<file path="config.mk">
export PLATFORM = sky130hd
export DESIGN_NAME = pending_request_scheduler
export DESIGN_NICKNAME = d
export VERILOG_FILES = /design/src/rtl/pending_request_scheduler.sv
export SDC_FILE = /design/constraint.sdc
export NUM_CORES = 1
export LEC_CHECK = 0
export ABC_CLOCK_PERIOD_IN_PS = 7700
export BUFFER_PORTS_ARGS = -buffer_cell sky130_fd_sc_hd__buf_2
export CORE_MARGIN = 4
export CORE_UTILIZATION = 37
export CTS_CLUSTER_SIZE = 10
export DETAILED_ROUTE_END_ITERATION = 10
export PLACE_DENSITY = 0.59
export SLEW_MARGIN = 5
export SYNTH_ARGS = -nofsm -noshare
export SYNTH_HDL_FRONTEND = slang
export SYNTH_SLANG_ARGS = --single-unit
</file>
<file path="constraint.sdc">
create_clock -name clk -period 7.7 [get_ports clk]
set_input_delay 0.77 -clock clk [delete_from_list [all_inputs] [get_ports clk]]
set_output_delay 0.77 -clock clk [all_outputs]
set_load 0.03 [all_outputs]
</file>
<file path="src/rtl/pending_request_scheduler.sv">
// Pending-request scheduler: latches request pulses into a pending-bit register and
// issues them one at a time, lowest index first, through a registered valid/ready port.
module pending_request_scheduler #(
    parameter  int INPUT_WIDTH = 8,
    parameter  int CNT_WIDTH   = 8,
    localparam int IDX_W       = $clog2(INPUT_WIDTH),
    localparam int PC_W        = $clog2(INPUT_WIDTH + 1)
) (
    input  logic                   clk,
    input  logic                   rst_n,
    input  logic                   flush,
    input  logic [INPUT_WIDTH-1:0] req_in,
    output logic                   out_valid,
    input  logic                   out_ready,
    output logic [IDX_W-1:0]       out_index,
    output logic [INPUT_WIDTH-1:0] pending,
    output logic [PC_W-1:0]        pending_count,
    output logic [CNT_WIDTH-1:0]   dup_count,
    output logic                   idle
);

    localparam int SUM_W = CNT_WIDTH + PC_W;
    localparam logic [INPUT_WIDTH-1:0] ZERO_V = {INPUT_WIDTH{1'b0}};
    localparam logic [INPUT_WIDTH-1:0] ONE_V  = {{(INPUT_WIDTH-1){1'b0}}, 1'b1};
    localparam logic [SUM_W-1:0]       SAT_V  = {{PC_W{1'b0}}, {CNT_WIDTH{1'b1}}};

    logic [INPUT_WIDTH-1:0] pending_r;
    logic                   out_valid_r;
    logic [IDX_W-1:0]       out_index_r;
    logic [CNT_WIDTH-1:0]   dup_count_r;

    logic                   load_slot_s;
    logic                   issue_s;
    logic [INPUT_WIDTH-1:0] lowest_s;
    logic [INPUT_WIDTH-1:0] issue_mask_s;
    logic [IDX_W-1:0]       sel_s;
    logic [INPUT_WIDTH-1:0] dup_vec_s;
    logic [SUM_W-1:0]       dup_sum_s;
    logic [CNT_WIDTH-1:0]   dup_next_s;

    function automatic logic [PC_W-1:0] popcount(input logic [INPUT_WIDTH-1:0] v);
        logic [PC_W-1:0] c;
        c = {PC_W{1'b0}};
        for (int i = 0; i < INPUT_WIDTH; i++) begin
            c = c + {{(PC_W-1){1'b0}}, v[i]};
        end
        return c;
    endfunction

    // Input is guaranteed one-hot (or zero), so OR-ing the candidate indices encodes it.
    function automatic logic [IDX_W-1:0] onehot_to_index(input logic [INPUT_WIDTH-1:0] oh);
        logic [IDX_W-1:0] idx;
        idx = {IDX_W{1'b0}};
        for (int i = 0; i < INPUT_WIDTH; i++) begin
            idx = idx | (oh[i] ? IDX_W'(i) : {IDX_W{1'b0}});
        end
        return idx;
    endfunction

    // Issue selection and duplicate accounting for the current cycle.
    always_comb begin
        load_slot_s  = !out_valid_r || out_ready;
        lowest_s     = pending_r & (~pending_r + ONE_V);
        issue_s      = load_slot_s && (pending_r != ZERO_V);
        issue_mask_s = issue_s ? lowest_s : ZERO_V;
        sel_s        = onehot_to_index(lowest_s);
        // The bit being issued this cycle is excluded so a same-cycle re-request re-arms it.
        dup_vec_s    = req_in & pending_r & ~issue_mask_s;
        dup_sum_s    = {{PC_W{1'b0}}, dup_count_r} + {{CNT_WIDTH{1'b0}}, popcount(dup_vec_s)};
        if (dup_sum_s > SAT_V) begin
            dup_next_s = {CNT_WIDTH{1'b1}};
        end else begin
            dup_next_s = dup_sum_s[CNT_WIDTH-1:0];
        end
    end

    // State register: reset beats flush; flush keeps the duplicate statistic.
    always_ff @(posedge clk) begin
        if (!rst_n) begin
            pending_r   <= ZERO_V;
            out_valid_r <= 1'b0;
            out_index_r <= {IDX_W{1'b0}};
            dup_count_r <= {CNT_WIDTH{1'b0}};
        end else if (flush) begin
            pending_r   <= ZERO_V;
            out_valid_r <= 1'b0;
            out_index_r <= {IDX_W{1'b0}};
        end else begin
            pending_r   <= (pending_r & ~issue_mask_s) | req_in;
            dup_count_r <= dup_next_s;
            if (load_slot_s) begin
                out_valid_r <= issue_s;
                if (issue_s) begin
                    out_index_r <= sel_s;
                end else begin
                    out_index_r <= out_index_r;
                end
            end else begin
                out_valid_r <= out_valid_r;
            end
        end
    end

    assign out_valid     = out_valid_r;
    assign out_index     = out_index_r;
    assign pending       = pending_r;
    assign pending_count = popcount(pending_r);
    assign dup_count     = dup_count_r;
    assign idle          = (pending_r == ZERO_V) && !out_valid_r;

endmodule

</file>
Word level (Yosys, flattened, before mapping)
Cells that the tools add are included.

storage, ports and cells
  bits in registers = 20
  bits in latches = 0
  memory bits (writable) = 0
  memory bits (read-only) = 0
  bits of input ports = 12
  logic and storage cells = 52
  memories kept = 0

operators by class
  $add $sub $neg = 16
  multipliers = 0
  divide/modulo/power cells = 0
  magnitude comparators = 1
  equal/unequal tests = 0
  shift-type cells = 0
  muxes and demuxes = 9
  bitwise logic cells = 14
  reduce and logical (&&, ||, !) cells = 8

operators by type and width
  kind                 number
  $add 4x1->4          8
  $and 8x8->8          4
  $mux 8               2
  $not 8->8            2
  $mux 3               4
  $add 8x4->9          1
  $gt 9x8->1 const B   1
  $or 3x3->3           3
  $add 3x1->4          2
  $add 8x1->8 const B  1
  $logic_not 8->1      1
  $or 8x8->8           1
  $reduce_bool 8->1    1
  $add 2x1->3          2
  $add 1x1->2          2
  $mux 2               2
  $or 2x3->3           1
  $logic_and 1x1->1    2
  $or 1x2->2           1
  $or 2x2->2           1
  $reduce_and 2->1     1
  $reduce_or 2->1      1
  $logic_not 1->1      1
  $logic_or 1x1->1     1
  other kinds (2)      2

Depth between registers and ports, before layout
Gate-level depths: netlist of the first run.

  word-level depth = 16
  depth in mapped cells = 17

Worst setup path before layout of the first run
No wires, ideal clock.

  kind = register to register
  start = register pending_r[0], in the netlist pending[0]
  end = register dup_count_r[5], in the netlist dup_count[5]
  library setup time = 0.070 ns
  arrival time = 4.613 ns
  path slack = 3.017 ns
  cell stages (with the launch flop) = 18
  path buffers = 0
  clock period less this slack = 4.683 ns
  path through = dfxtp_1 > inv_1 > ha_1 > or3b_2 > o21ai_1 > and3_1 > fa_1 > inv_1 > fa_1 > inv_1 > fa_1 > fa_1 > inv_1 > fa_1 > nand2b_1 > a2111oi_2 > nand2_1 > a21oi_1

between the ends
  longest elaborated chain between the ends = 16
  elaborated cells on any way between the ends = 19

ends and longest elaborated chain
  item                       line  RTL
  from (decl)                27    logic [INPUT_WIDTH-1:0] pending_r;
  from (signal assigned)     89    pending_r <= (pending_r & ~issue_mask_s) | req_in;
  $not 8->8                  63    lowest_s = pending_r & (~pending_r + ONE_V);
  $add 8x1->8                63
  $and 8x8->8                63
  $mux 8                     65    issue_mask_s = issue_s ? lowest_s : ZERO_V;
  $not 8->8                  68    dup_vec_s = req_in & pending_r & ~issue_mask_s;
  $and 8x8->8 *              68
  $add 1x1->2                45    c = c + {{(PC_W-1){1'b0}}, v[i]};
  $add 2x1->3                45
  $add 3x1->4                45
  $add 4x1->4 (3 in series)  45
  $add 4x1->4 *              45
  $add 8x4->9 *              69    dup_sum_s = {{PC_W{1'b0}}, dup_count_r} + {{CNT_WIDTH{1'b0}}, popcount(dup_vec_s)};
  $gt 9x8->1                 70    if (dup_sum_s > SAT_V) begin
  $mux 8 *                   70
  to (signal assigned)       83    dup_count_r <= {CNT_WIDTH{1'b0}};
  to (signal assigned)       90    dup_count_r <= dup_next_s;
  to (decl)                  30    logic [CNT_WIDTH-1:0] dup_count_r;

Every way passes the cells marked *; elsewhere a longest branch is shown, timed or not.
A chain may end at the register's enable or synchronous reset.

Worst setup path after layout of the first run
Ends and elaborated chain as after synthesis.

==> results of run 1 <==
## per-stage QoR
stage	cell area (µm²)	hold WS, ps	power (mW)	util
2_1_floorplan	1420	640	0.177	-
3_3_place_gp	1660	516	0.200	0.449
3_5_place_dp	1660	520	0.199	0.449
4_1_cts	1730	544	0.307	0.468
5_1_grt	1730	558	0.322	0.468
6_report	1730	540	0.304	0.468
## power by group
part | switching, mW | total (mW) | internal, mW
combinational | 0.0531 | 0.0818 | 0.0287
clock | 0.0380 | 0.107 | 0.0694
sequential | 0.00625 | 0.115 | 0.109
## cell usage after synthesis (3+ instances only)
master / n
inv_1: 27
dfxtp_1: 20
nor2_1: 17
a21oi_1: 16
ha_1: 11
o21ai_0: 11
fa_1: 9
nor3_1: 7
nand2_1: 5
a211oi_1: 4
xnor2_1: 4
a31oi_1: 3
nand2b_1: 3
nor2b_1: 3
## worst register-to-register path, delay by kind of cell, from the launching register on
kind	cells	cell delay, ps
adders and majority gates	6	2420
and+or+nand+nor	4	830
AOI/OAI and AO/OA	3	790
DFF	1	490
buffers and inverters	4	260
## logic make-up (layout without fill, tap and decap cells)
| logic type | after synthesis | after routing | share of synthesized area |
|---|---|---|---|
| and+or+nand+nor | 53 | 53 | 0.206 |
| AOI/OAI and AO/OA | 44 | 44 | 0.189 |
| buffers and inverters | 28 | 67 | 0.0741 |
| adders and majority gates | 20 | 20 | 0.224 |
| DFF | 20 | 20 | 0.282 |
| xor gates and xnor gates | 4 | 4 | 0.0247 |
## routing by layer
| metal | wire [µm] | global-route usage | part of all wire |
|---|---|---|---|
| met1 | 1730 | 0.214 | 0.50 |
| met2 | 1490 | 0.215 | 0.43 |
| met3 | 181 | 0.0302 | 0.053 |
| met4 | 28 | 0.0383 | 0.0082 |
| met5 | 0 | 0 | 0 |
## layout make-up
type	instances	area, µm²
fillers	403	1960
multi-input cells	121	913
flip-flops and latches	20	400
repair buffers	36	180
inverters	27	101
well taps	48	60.1
clock buffers	3	41.3
clock inverters	1	30.0
## flip-flops by register name, indices dropped and copies added, names as in the netlist
| register | cells |
|---|---|
| pending | 8 |
| out_valid | 1 |
| dup_count | 8 |
| out_index | 3 |
## path summary, 6_finish.rpt
path / from / to / slack (ps) / depth (start not counted)
worst min register to register: dup_count[2] / dup_count[2] / 540 / 2
worst min-delay path: dup_count[2] / dup_count[2] / 540 / 2
worst max register to register: pending[0] / dup_count[5] / 2850 / 17
worst max-delay path: pending[0] / dup_count[5] / 2850 / 17
==> flow_summary.ini, run 1 <==
[route]
wl_per_cell_um = 13.4
ant_nets = 0
drtPass1Iterations = 4
routed_wirelength_um = 3430
first_iter_violations = 139
drcViolationCount = 0
vias_per_cell = 5.04
vias = 1290

[clock_network]
clock_path_buffers = 2
cts-root-buf = clkbuf_8
cts.sinks = 20
clock_latency_ps = 260
clk_pin_slew_ps = 80
cts_resized = 0
cts_hold_buf = 0
htreeDepth = 1
post-cts-setup-buffers = 0
cts_tree = done
cts_buffers = 3

[sta]
rsz0062_at_grt = no
setup_violations = 0
relSlewSlack = 0.639
fmax_mhz = 206
tightest_slew_ps = 540
slew_violations = 0
skew_ps = 3.22
period_minus_slack_ps = 4850
fin_crit_sh = 0.631
worst_slack_ps = 2850
tns_ps = 0
finalHoldViolCount = 0

[critical_path]
critPathKind = reg2reg
crit_fanout = 7
slowest_stage = fa_1
path_delay_family = adder cells
worst-path-buf-inv = 4
cp_cell_sequence = inv_1 -> ha_1 -> or3b_2 -> o21ai_1 -> and3_1 -> fa_1 -> inv_1 -> fa_1 -> inv_1 -> fa_1 -> fa_1 -> inv_1 -> fa_1 -> nand2b_1 -> a2111oi_2 -> nand2_1 -> a21oi_1
cp.required_ps = 7900
crit_path_frequent_cell = fa_1
end_kind = flip-flop
slowest_delay_ps = 560
cp.arrival_ps = 5060
start_kind = flip-flop

[yosys]
syn_area_per_cell_um2 = 8.40
synth_edf_count = 0
syn_inst = 169
yosysTopAreaCell = dfxtp_1
ys_top_cells_by_area = dfxtp_1 (28%), fa_1 (13%), ha_1 (9.7%)
synth_flop_cell = dfxtp_1
synth-seq-cells = 20
syn_area_um2 = 1420
synth_seq_area_share = 0.282
synth_warnings = 0
synth.distinct_cells = 36
ys_async_sr_fraction = 0
synth_top_area_frac = 0.282
syn_nets = 201

[final_layout]
final_cells = 256
layout_commonest_cell = buf_2
finalNetCount = 241
syn_to_final_growth_pct = 21.7
final_cell_mix = buf_2 (36), inv_1 (27), dfxtp_1 (20)
antenna_cells = 0
final_layout_size_suffix_gt1_frac = 0.216

[floorplan]
design.die.area_um2 = 4890
chipHeight_um = 69.9
io_pins = 37
die_w_um = 69.9
initial_utilization = 0.385
rows = 22
coreArea_um2 = 3690

[pwr]
ir_drop_mv = 0.0665
leakage_nw = 0.807
p_per_area_nw_per_um2 = 176

[grt]
grt_pass1_vias = 1236
grt_overflow = 0
antenna_found_initial = 0
track_usage = 0.146
grt_pass1_wl_um = 5820
grt_max_degree = 13

[placement]
numPortBuffers = 36
dp_hpwl_um = 2750
dp_cells = 252
gp_congestion = 0.798
dp_slack_ps = 2830

[run_status]
status = complete, no violations

[flow_run]
maxCapViolations = 0

[worst_hold_path]
hold_class = reg2reg
(Power assumes the default switching activity.)
==> inputs of run 2 (changes only) <==
Settings changed: ABC_CLOCK_PERIOD_IN_PS 7700 to 4500.
Clock period 7.7 ns to 4.5 ns, I/O delays scaled along.
==> flow_summary.ini, run 2 (synthesis gave the netlist of run 1 again) <==
[run_status]
status = complete, no violations

[grt]
grt_overflow = 0
grt_pass1_wl_um = 6000
busiest_layer = met2
grt_use_met2 = 0.233
antenna_found_initial = 0
track_usage = 0.149
grt_pass1_vias = 1312
grt_max_degree = 11
grtUsageMet1 = 0.203
grt.met3_usage = 0.0417

[placement]
dp_cells = 262
dp_hpwl_um = 2830
gp_congestion = 0.839
numPortBuffers = 36

[critical_path]
path_delay_family = adder cells
cp.required_ps = 4690
slowest_delay_ps = 520
start_kind = flip-flop
slowest_stage = fa_1
critPathKind = reg2reg
cp.depth = 18
crit_fanout = 5
cp.arrival_ps = 4480
worst-path-buf-inv = 5
rr_worst_depth = 18
crit_path_frequent_cell = inv_1
end_kind = flip-flop
cp_cell_sequence = inv_1 -> ha_1 -> or3b_4 -> o21ai_4 -> and3_4 -> fa_1 -> inv_1 -> fa_1 -> inv_1 -> fa_1 -> fa_2 -> inv_1 -> fa_2 -> nand2b_4 -> a2111oi_4 -> buf_4 -> nand2_1 -> a21oi_1

[sta]
slew_violations = 0
relSlewSlack = 0.708
period_minus_slack_ps = 4290
fmax_mhz = 233
rsz0062_at_grt = no
finalHoldViolCount = 0
skew_ps = 2.32
tightest_slew_ps = 433
tns_ps = 0
setup_violations = 0
fin_crit_sh = 0.954

[clock_network]
cts_buffers = 3
cts.sinks = 20
cts_hold_buf = 0
clock_latency_ps = 260
clk_pin_slew_ps = 80
htreeDepth = 1
cts-root-buf = clkbuf_8
cts_tree = done
clock_path_buffers = 2

[floorplan]
design.die.area_um2 = 4890
rows = 22
die_w_um = 69.9
io_pins = 37
chipHeight_um = 69.9
coreArea_um2 = 3690
initial_utilization = 0.385

[worst_hold_path]
hold_class = in2reg
hold_depth = 2

[final_layout]
final_cell_mix = buf_2 (36), inv_1 (27), dfxtp_1 (18)
layout_commonest_cell = buf_2
final_cells = 266
finalNetCount = 252
fin_util = 0.498
antenna_cells = 0
final_layout_size_suffix_gt1_frac = 0.294
syn_to_final_growth_pct = 29.4

[route]
vias_per_cell = 4.94
wl_per_cell_um = 13.2
vias = 1313
routed_wirelength_um = 3510
ant_nets = 0
first_iter_violations = 141
drtPass1Iterations = 4
drcViolationCount = 0

[pwr]
ir_drop_mv = 0.174
leakage_nw = 0.861
p_per_area_nw_per_um2 = 257
p_total_mw = 0.471

[flow_run]
maxCapViolations = 0
==> run 2: cell count changes in the layout (fill, tap and decap cells not counted), moves of 2 or more <==
cell	change
buf_4	+11
dfxtp_1	-2
dfxtp_2	+2
fa_1	-2
fa_2	+2
nor3_1	-2
nor3_2	+2
==> run 2: stage by stage <==
step | setup WS [ps] | hold slack [ps] | area (µm²)
6_report | 209 | 412 | 1840
3_5_place_dp | 47.8 | 519 | 1750
3_3_place_gp | 165 | 515 | 1750
4_1_cts | 50.6 | 411 | 1790
2_1_floorplan | 52.1 | 567 | 1430
5_1_grt | 17.0 | 420 | 1840
==> run 2: final timing paths <==
kind                                    from            to  slack (ps)
worst max register to register    pending[0]  dup_count[5]         210
worst min-delay path               req_in[6]    pending[6]         410
worst min register to register  dup_count[1]  dup_count[1]         540
worst max-delay path              pending[0]  dup_count[5]         210
==> run 2: worst register-to-register path, cell delays in order (launching register included) <==
cell and delay (ps):
dfxtp_2 330, inv_1 50, ha_1 200, or3b_4 250, o21ai_4 60, and3_4 190, fa_1 490, inv_1 50
fa_1 520, inv_1 50, fa_1 520, fa_2 230, inv_1 60, fa_2 340, nand2b_4 170, a2111oi_4 340
buf_4 190, nand2_1 60, a21oi_1 120
==> run 2: area by class of cell <==
| cell class | instances | area, µm² |
|---|---|---|
| Inverter | 27 | 101 |
| Fill cell | 371 | 1850 |
| Timing Repair Buffer | 47 | 263 |
| Multi-Input combinational cell | 121 | 967 |
| Tap cell | 48 | 60.1 |
| Clock buffer | 3 | 41.3 |
| Sequential cell | 20 | 403 |
==> run 2: power by group <==
group,switching [mW],total [mW],internal (mW)
sequential,0.00621,0.192,0.186
clock,0.0597,0.119,0.0596
combinational,0.0999,0.160,0.0596
==> run 2: routing by layer <==
layer  part of all wire  vias to the layer above
met5                  0                        -
met4              0.011                        0
met3              0.066                        4
met2               0.44                       44
met1               0.48                      589
li1                   -                      676
==> run 2: what timing repair did <==
action,4_1_cts,5_1_grt
buffers inserted,0,1
endpoints found under the setup margin,0,8
resized for setup,0,10
